===== src/rtl/mem_pkg.sv =====
// Shared types and helpers for the MEM stage: funct3 codes, FSM states,
// captured-instruction context and store lane/byte-enable formation.
package mem_pkg;

   localparam int unsigned XLEN = 32;
   localparam int unsigned BE_W = 4;

   localparam logic [2:0] F3_B  = 3'b000;
   localparam logic [2:0] F3_H  = 3'b001;
   localparam logic [2:0] F3_W  = 3'b010;
   localparam logic [2:0] F3_BU = 3'b100;
   localparam logic [2:0] F3_HU = 3'b101;

   typedef enum logic {
      IDLE = 1'b0,
      BUSY = 1'b1
   } state_e;

   // Instruction fields held while the memory access is outstanding
   typedef struct packed {
      logic            reg_write;
      logic            mem_to_reg;
      logic            is_load;
      logic [2:0]      funct3;
      logic [1:0]      offset;
      logic [4:0]      rd;
      logic [XLEN-1:0] alu_result;
   } mem_ctx_t;

   function automatic logic [BE_W-1:0] calc_be(input logic [2:0] f3, input logic [1:0] off);
      logic [BE_W-1:0] be;
      case (f3[1:0])
         2'b00:   be = BE_W'(4'b0001) << off;
         2'b01:   be = off[1] ? 4'b1100 : 4'b0011;
         default: be = 4'b1111;
      endcase
      return be;
   endfunction

   function automatic logic [XLEN-1:0] calc_wdata(input logic [2:0] f3, input logic [XLEN-1:0] data);
      logic [XLEN-1:0] wdata;
      case (f3[1:0])
         2'b00:   wdata = {4{data[7:0]}};
         2'b01:   wdata = {2{data[15:0]}};
         default: wdata = data;
      endcase
      return wdata;
   endfunction

   // Illegal size/sign encodings, load+store together, or misaligned H/W
   function automatic logic access_fault(input logic rd_en, input logic wr_en,
                                         input logic [2:0] f3, input logic [1:0] off);
      logic bad_f3;
      logic misaligned;
      bad_f3     = (rd_en && (f3 == 3'b011 || f3 == 3'b110 || f3 == 3'b111)) ||
                   (wr_en && (f3 > F3_W));
      misaligned = ((f3[1:0] == 2'b01) && off[0]) ||
                   ((f3[1:0] == 2'b10) && (off != 2'b00));
      return (rd_en && wr_en) || ((rd_en || wr_en) && (bad_f3 || misaligned));
   endfunction

endpackage


===== src/rtl/load_align.sv =====
// Picks the addressed byte/half out of a read word and sign/zero-extends it.
module load_align
   import mem_pkg::*;
#(
   parameter int unsigned Width = 32
) (
   input  logic [Width-1:0] rdata,
   input  logic [1:0]       offset,
   input  logic [2:0]       funct3,
   output logic [Width-1:0] data
);

   logic [7:0]  byte_sel;
   logic [15:0] half_sel;

   always_comb begin
      byte_sel = rdata[{offset, 3'b000} +: 8];
      half_sel = offset[1] ? rdata[31:16] : rdata[15:0];
      case (funct3)
         F3_B:    data = {{(Width-8){byte_sel[7]}}, byte_sel};
         F3_BU:   data = {{(Width-8){1'b0}}, byte_sel};
         F3_H:    data = {{(Width-16){half_sel[15]}}, half_sel};
         F3_HU:   data = {{(Width-16){1'b0}}, half_sel};
         default: data = rdata;
      endcase
   end

endmodule


===== src/rtl/mem_access_stage.sv =====
// RISC-V MEM stage: issues load/store over a req/ack data-memory handshake,
// stalls upstream while an access is outstanding, and owns the MEM/WB register.
module mem_access_stage
   import mem_pkg::*;
#(
   parameter int unsigned Width = 32
) (
   input  logic             clk,
   input  logic             rst,
   input  logic             MemRead_in,
   input  logic             MemWrite_in,
   input  logic             RegWrite_in,
   input  logic             MemtoReg_in,
   input  logic [Width-1:0] ALU_result_in,
   input  logic [Width-1:0] Store_data_in,
   input  logic [4:0]       Register_dest_in,
   input  logic [2:0]       funct3_in,
   output logic             dmem_req,
   output logic             dmem_we,
   output logic [Width-1:0] dmem_addr,
   output logic [Width-1:0] dmem_wdata,
   output logic [BE_W-1:0]  dmem_be,
   input  logic             dmem_ack,
   input  logic [Width-1:0] dmem_rdata,
   output logic             stall,
   output logic             mem_fault,
   output logic             RegWrite_out,
   output logic             MemtoReg_out,
   output logic [Width-1:0] Mem_data_out,
   output logic [Width-1:0] ALU_result_out,
   output logic [4:0]       Register_dest_out
);

   state_e           state_q;
   state_e           state_d;
   mem_ctx_t         ctx_q;
   logic             access_c;
   logic             fault_c;
   logic             start_c;
   logic             done_c;
   logic             pass_c;
   logic [Width-1:0] load_data_c;

   assign access_c = MemRead_in | MemWrite_in;
   assign fault_c  = access_fault(MemRead_in, MemWrite_in, funct3_in, ALU_result_in[1:0]);

   always_ff @(posedge clk or posedge rst) begin
      if (rst) state_q <= IDLE;
      else     state_q <= state_d;
   end

   always_comb begin
      state_d = state_q;
      case (state_q)
         IDLE:    if (access_c && !fault_c) state_d = BUSY;
         BUSY:    if (dmem_ack)             state_d = IDLE;
         default: state_d = IDLE;
      endcase
   end

   // Stall, fault pulse and the one-hot strobes steering the registers below
   always_comb begin
      stall     = 1'b0;
      mem_fault = 1'b0;
      start_c   = 1'b0;
      done_c    = 1'b0;
      pass_c    = 1'b0;
      case (state_q)
         IDLE: begin
            if (!access_c)    pass_c    = 1'b1;
            else if (fault_c) mem_fault = 1'b1;
            else begin
               stall   = 1'b1;
               start_c = 1'b1;
            end
         end
         BUSY: begin
            stall  = ~dmem_ack;
            done_c = dmem_ack;
         end
         default: ;
      endcase
   end

   // Request fields are frozen from launch until the acknowledging edge
   always_ff @(posedge clk or posedge rst) begin
      if (rst) begin
         dmem_req   <= 1'b0;
         dmem_we    <= 1'b0;
         dmem_addr  <= '0;
         dmem_wdata <= '0;
         dmem_be    <= '0;
         ctx_q      <= '0;
      end else if (start_c) begin
         dmem_req         <= 1'b1;
         dmem_we          <= MemWrite_in;
         dmem_addr        <= {ALU_result_in[Width-1:2], 2'b00};
         dmem_wdata       <= MemWrite_in ? calc_wdata(funct3_in, Store_data_in) : '0;
         dmem_be          <= calc_be(funct3_in, ALU_result_in[1:0]);
         ctx_q.reg_write  <= RegWrite_in;
         ctx_q.mem_to_reg <= MemtoReg_in;
         ctx_q.is_load    <= MemRead_in;
         ctx_q.funct3     <= funct3_in;
         ctx_q.offset     <= ALU_result_in[1:0];
         ctx_q.rd         <= Register_dest_in;
         ctx_q.alu_result <= ALU_result_in;
      end else if (done_c) begin
         dmem_req <= 1'b0;
      end
   end

   load_align #(.Width(Width)) u_load_align (
      .rdata  (dmem_rdata),
      .offset (ctx_q.offset),
      .funct3 (ctx_q.funct3),
      .data   (load_data_c)
   );

   // MEM/WB register: pass-through, completed access, or bubble
   always_ff @(posedge clk or posedge rst) begin
      if (rst) begin
         RegWrite_out      <= 1'b0;
         MemtoReg_out      <= 1'b0;
         Mem_data_out      <= '0;
         ALU_result_out    <= '0;
         Register_dest_out <= '0;
      end else if (pass_c) begin
         RegWrite_out      <= RegWrite_in;
         MemtoReg_out      <= MemtoReg_in;
         Mem_data_out      <= '0;
         ALU_result_out    <= ALU_result_in;
         Register_dest_out <= Register_dest_in;
      end else if (done_c) begin
         RegWrite_out      <= ctx_q.reg_write;
         MemtoReg_out      <= ctx_q.mem_to_reg;
         Mem_data_out      <= ctx_q.is_load ? load_data_c : '0;
         ALU_result_out    <= ctx_q.alu_result;
         Register_dest_out <= ctx_q.rd;
      end else begin
         RegWrite_out      <= 1'b0;
         MemtoReg_out      <= 1'b0;
         Mem_data_out      <= '0;
         ALU_result_out    <= '0;
         Register_dest_out <= '0;
      end
   end

endmodule


===== config.mk =====
export PLATFORM = sky130hd
export DESIGN_NAME = mem_access_stage
export DESIGN_NICKNAME = d
export VERILOG_FILES = /design/src/rtl/mem_pkg.sv /design/src/rtl/load_align.sv /design/src/rtl/mem_access_stage.sv
export SDC_FILE = /design/constraint.sdc
export NUM_CORES = 1
export LEC_CHECK = 0
export CORE_ASPECT_RATIO = 0.75
export CORE_MARGIN = 2
export CORE_UTILIZATION = 45
export CTS_BUF_LIST = sky130_fd_sc_hd__clkbuf_16
export DETAILED_ROUTE_END_ITERATION = 8
export GPL_TIMING_DRIVEN = 0
export MAX_ROUTING_LAYER = met4
export PLACE_DENSITY = 0.92
export SYNTH_ARGS = -nofsm -noshare
export SYNTH_HDL_FRONTEND = slang
export SYNTH_SLANG_ARGS = --single-unit
export TNS_END_PERCENT = 5

===== constraint.sdc =====
create_clock -name clk -period 12 [get_ports clk]
set_clock_uncertainty 0.1 [all_clocks]
set_input_delay 3.6 -clock clk [delete_from_list [all_inputs] [get_ports clk]]
set_output_delay 3.6 -clock clk [all_outputs]
set_load 0.05 [all_outputs]

==> results of run 1 <==
## critical path, stage by stage
cell and delay [ps]:
clkdlybuf4s50_1 490, nand2b_1 180, o22a_1 210, or3_1 360
buf_6 170, buf_6 150, buf_2 220, o21ai_0 130
clkdlybuf4s50_1 860
## power breakdown
group | switching (uW) | total (uW) | internal, uW
clock | 212 | 514 | 302
sequential | 69.4 | 685 | 615
combinational | 505 | 862 | 357
total | 787 | 2060 | 1270
## worst max path at each step
stage / start / depth (start not counted) / endpoint
floorplan: funct3_in[0] / 5 / mem_fault
global placement: MemWrite_in / 9 / stall
detailed placement: MemWrite_in / 9 / stall
CTS: MemWrite_in / 9 / stall
global route: MemWrite_in / 9 / stall
finish: MemWrite_in / 9 / stall
## registers in the layout, indices dropped and copies added, names as in the netlist
signal             cells
ctx_q                 43
ALU_result_out        32
Mem_data_out          32
dmem_wdata            32
Register_dest_out      5
dmem_be                4
MemtoReg_out           1
RegWrite_out           1
dmem_req               1
dmem_we                1
state_q                1
## per-stage QoR
step | instances | utilization (%) | power [uW] | instance area [um^2] | hold slack, ps
final | 1027 | 69.36 | 2061 | 10120 | 383.0
after floorplan | 545 | - | 1263 | 6789 | 367.3
after detailed placement | 995 | 65.52 | 1550 | 9564 | 370.0
after CTS | 1027 | 69.36 | 2071 | 10120 | 383.6
after global routing | 1027 | 69.36 | 2139 | 10120 | 410.5
after global placement | 994 | 65.30 | 1532 | 9532 | 362.9
## area by class of cell
cell class	count	share of cell area, %
flip-flops and latches	153	37.82
well taps	200	2.472
multi-input cells	306	24.30
plain buffers	71	4.387
clock inverters	15	1.335
clock buffers	17	4.202
inverters	15	0.6055
repair buffers	250	24.89
## Yosys cell counts, types with 7 or more instances
master,count
dfrtp_1,153
a22o_1,55
mux2_4,51
nand2_1,42
buf_4,32
clkbuf_1,25
nor3_1,24
o21ai_0,21
mux2i_1,19
nor2b_1,18
inv_1,15
nor2_1,12
a21boi_0,8
a221oi_1,8
o2bb2ai_1,8
buf_6,7
o22ai_1,7
## routing by layer
layer | up-vias | part of all wire, %
met2 | 295 | 49
met4 | 0 | 2.1
met5 | - | 0
met3 | 41 | 9.0
met1 | 2653 | 40
li1 | 2432 | -
## kinds of logic (layout without fill, tap and decap cells)
| group | Yosys count | after routing | synth area share (%) |
|---|---|---|---|
| simple gates | 108 | 108 | 7.579 |
| xor+xnor | 1 | 1 | 0.1291 |
| mux | 74 | 74 | 14.75 |
| compound gates | 121 | 121 | 13.68 |
| other cells | 1 | 2 | 0.05527 |
| buf+inv | 86 | 368 | 7.376 |
| flops | 153 | 153 | 56.43 |
==> results.md, run 1 <==
- Critical path launch point type: input port
- Part of the cycle the worst path needs: a little over four fifths
- Post-detailed-route DRC marker count: 0
- Status: finished, final reports clean
- Grt met3 use: 7.407%
- Slew headroom: 42.55%
- Worst vdd ir: between 100 and 150 uV
- Placer Congestion: 1.025
- Multi-input gate area: roughly 2500 um^2
- Die footprint: 16,090 um^2
- Final slew viol count: 0
- PostCTS Resize Cnt: 0
- RSZ-0062 raised after global routing: false
- Area contributors post-synth: dfrtp_1 56%, mux2_4 11%, a22o_1 7.1%
- Via/cell ratio: roughly 5.3
- Post-DP HPWL: around 15,000 um
- Worst Max-Slew Pin Slew: approximately 860 ps
- R2r endpoint: Mem_data_out[10]$_DFF_PP0_
- Worst EP arrival: 6380 ps
- Post-synth EDFFs: 0
- WHS Path Cells: 1
- Storage element area: 3829 um^2
- CTS Buf Count: 17
- Clock Path Buffers: 2
- Max Cap Viol: 0
- Initial cell density of the core: 46.49%
- Drt initial violations: approximately 280
- Clock slew at reported path FFs: 60 ps
- Mapped Cells: 544
- Via count: roughly 5,400
- Setup crit end kind: output port
- Hold endpoint: dmem_we$_DFFE_PP0P_
- Leak Pwr: 0.004632 uW
- Skew-Pair Late Insertion Delay: 420 ps
- R2r worst-path depth: 6
- M2 GR Usage: 42.39%
- Antenna violations before repair: 0
- Routed len/inst: 19.54 um
- Largest net degree at the start of global routing: 84
- Hold Buf Count CTS: 0
- CTS root buf: clkbuf_16
- Async set-reset flop share out of synthesis: 100.0%
- TritonCTS clock tree: done
- DR pass1 iterations: 5
- Vias in the first global route: 5,528
- # IOs: 254
- Most frequent cells in the layout: 249 x clkdlybuf4s50_1, 153 x dfrtp_1, 55 x a22o_1
- Hold Path Origin: dmem_we$_DFFE_PP0P_
- DP Worst Slack: 1931 ps
- Fill cells: roughly 1,100
- GRT overflow: 0
- Clock Sinks: 153
- Synth Warn #: 0
- Tot GR Track Use: 25.79%
- Row count: 38
- Crit Path Max Fanout: 10
- R2r setup slk: 9760 ps
- Synth top area share: 56.43%
- Antenna Violating Nets Remaining: 0
- Inserted Diodes: 0
- Share of cells above drive strength 1: 15.84%
- Area growth, synth to finish: 49.22%
- WP data required: 8300 ps
- Avg Cell Area, Syn: around 12 um^2
- Fin nets: 925
- Gr busiest metal: met2
- Cell Pwr Density: 203.6 nW/um^2
- Fin crit period: 10,080 ps
- Die Height: ~110 um
- Kind of critical path: input port to output port
- Final hold viol count: 0
- Htree depth: 4
- Commonest non-fill, non-tap cell in the layout: clkdlybuf4s50_1
- Tightest Hold Check Type: flop to flop
- RR Startpoint: ctx_q[1]$_DFFE_PP0P_
- Placeable Area: 14,600 um^2
- Final WL: roughly 20,000 um
- Post-synthesis cell type count: 40
- Die width: about 150 um
- Yosys top cell by area: dfrtp_1
- Setup TNS: 0 ps
- Predominant post-synthesis flop cell: dfrtp_1
- Setup violators final: 0
- Post-CTS Setup Inserts: 0
- Synth Register Bits: 153
- PortBufs: 249
- Post-Syn Area: 6785 um^2
- Post-synthesis sequential area ratio: between 50% and 60%
- Setup ws final: 1923 ps
- Peak Freq: 99.23 MHz
- Met1 Usage GRT: between 30 and 40%
- First-pass GRT wire length: approximately 30,000 um
(Power assumes the default switching activity.)
==> inputs of run 2 (changes only) <==
Clock period 12 ns to 10.4 ns, I/O delays scaled along.
==> results of run 2 <==
Same layout as run 1 (identical final DEF). Status: finished, final reports clean.
Among the figures that moved: setup slack after placement 1931 ps -> 1291 ps; setup slack after layout 1923 ps -> 1283 ps; register-to-register setup slack 9760 ps -> 8160 ps; total power 2061 uW -> 2378 uW; worst IR drop on VDD 137.0 uV -> 158.0 uV
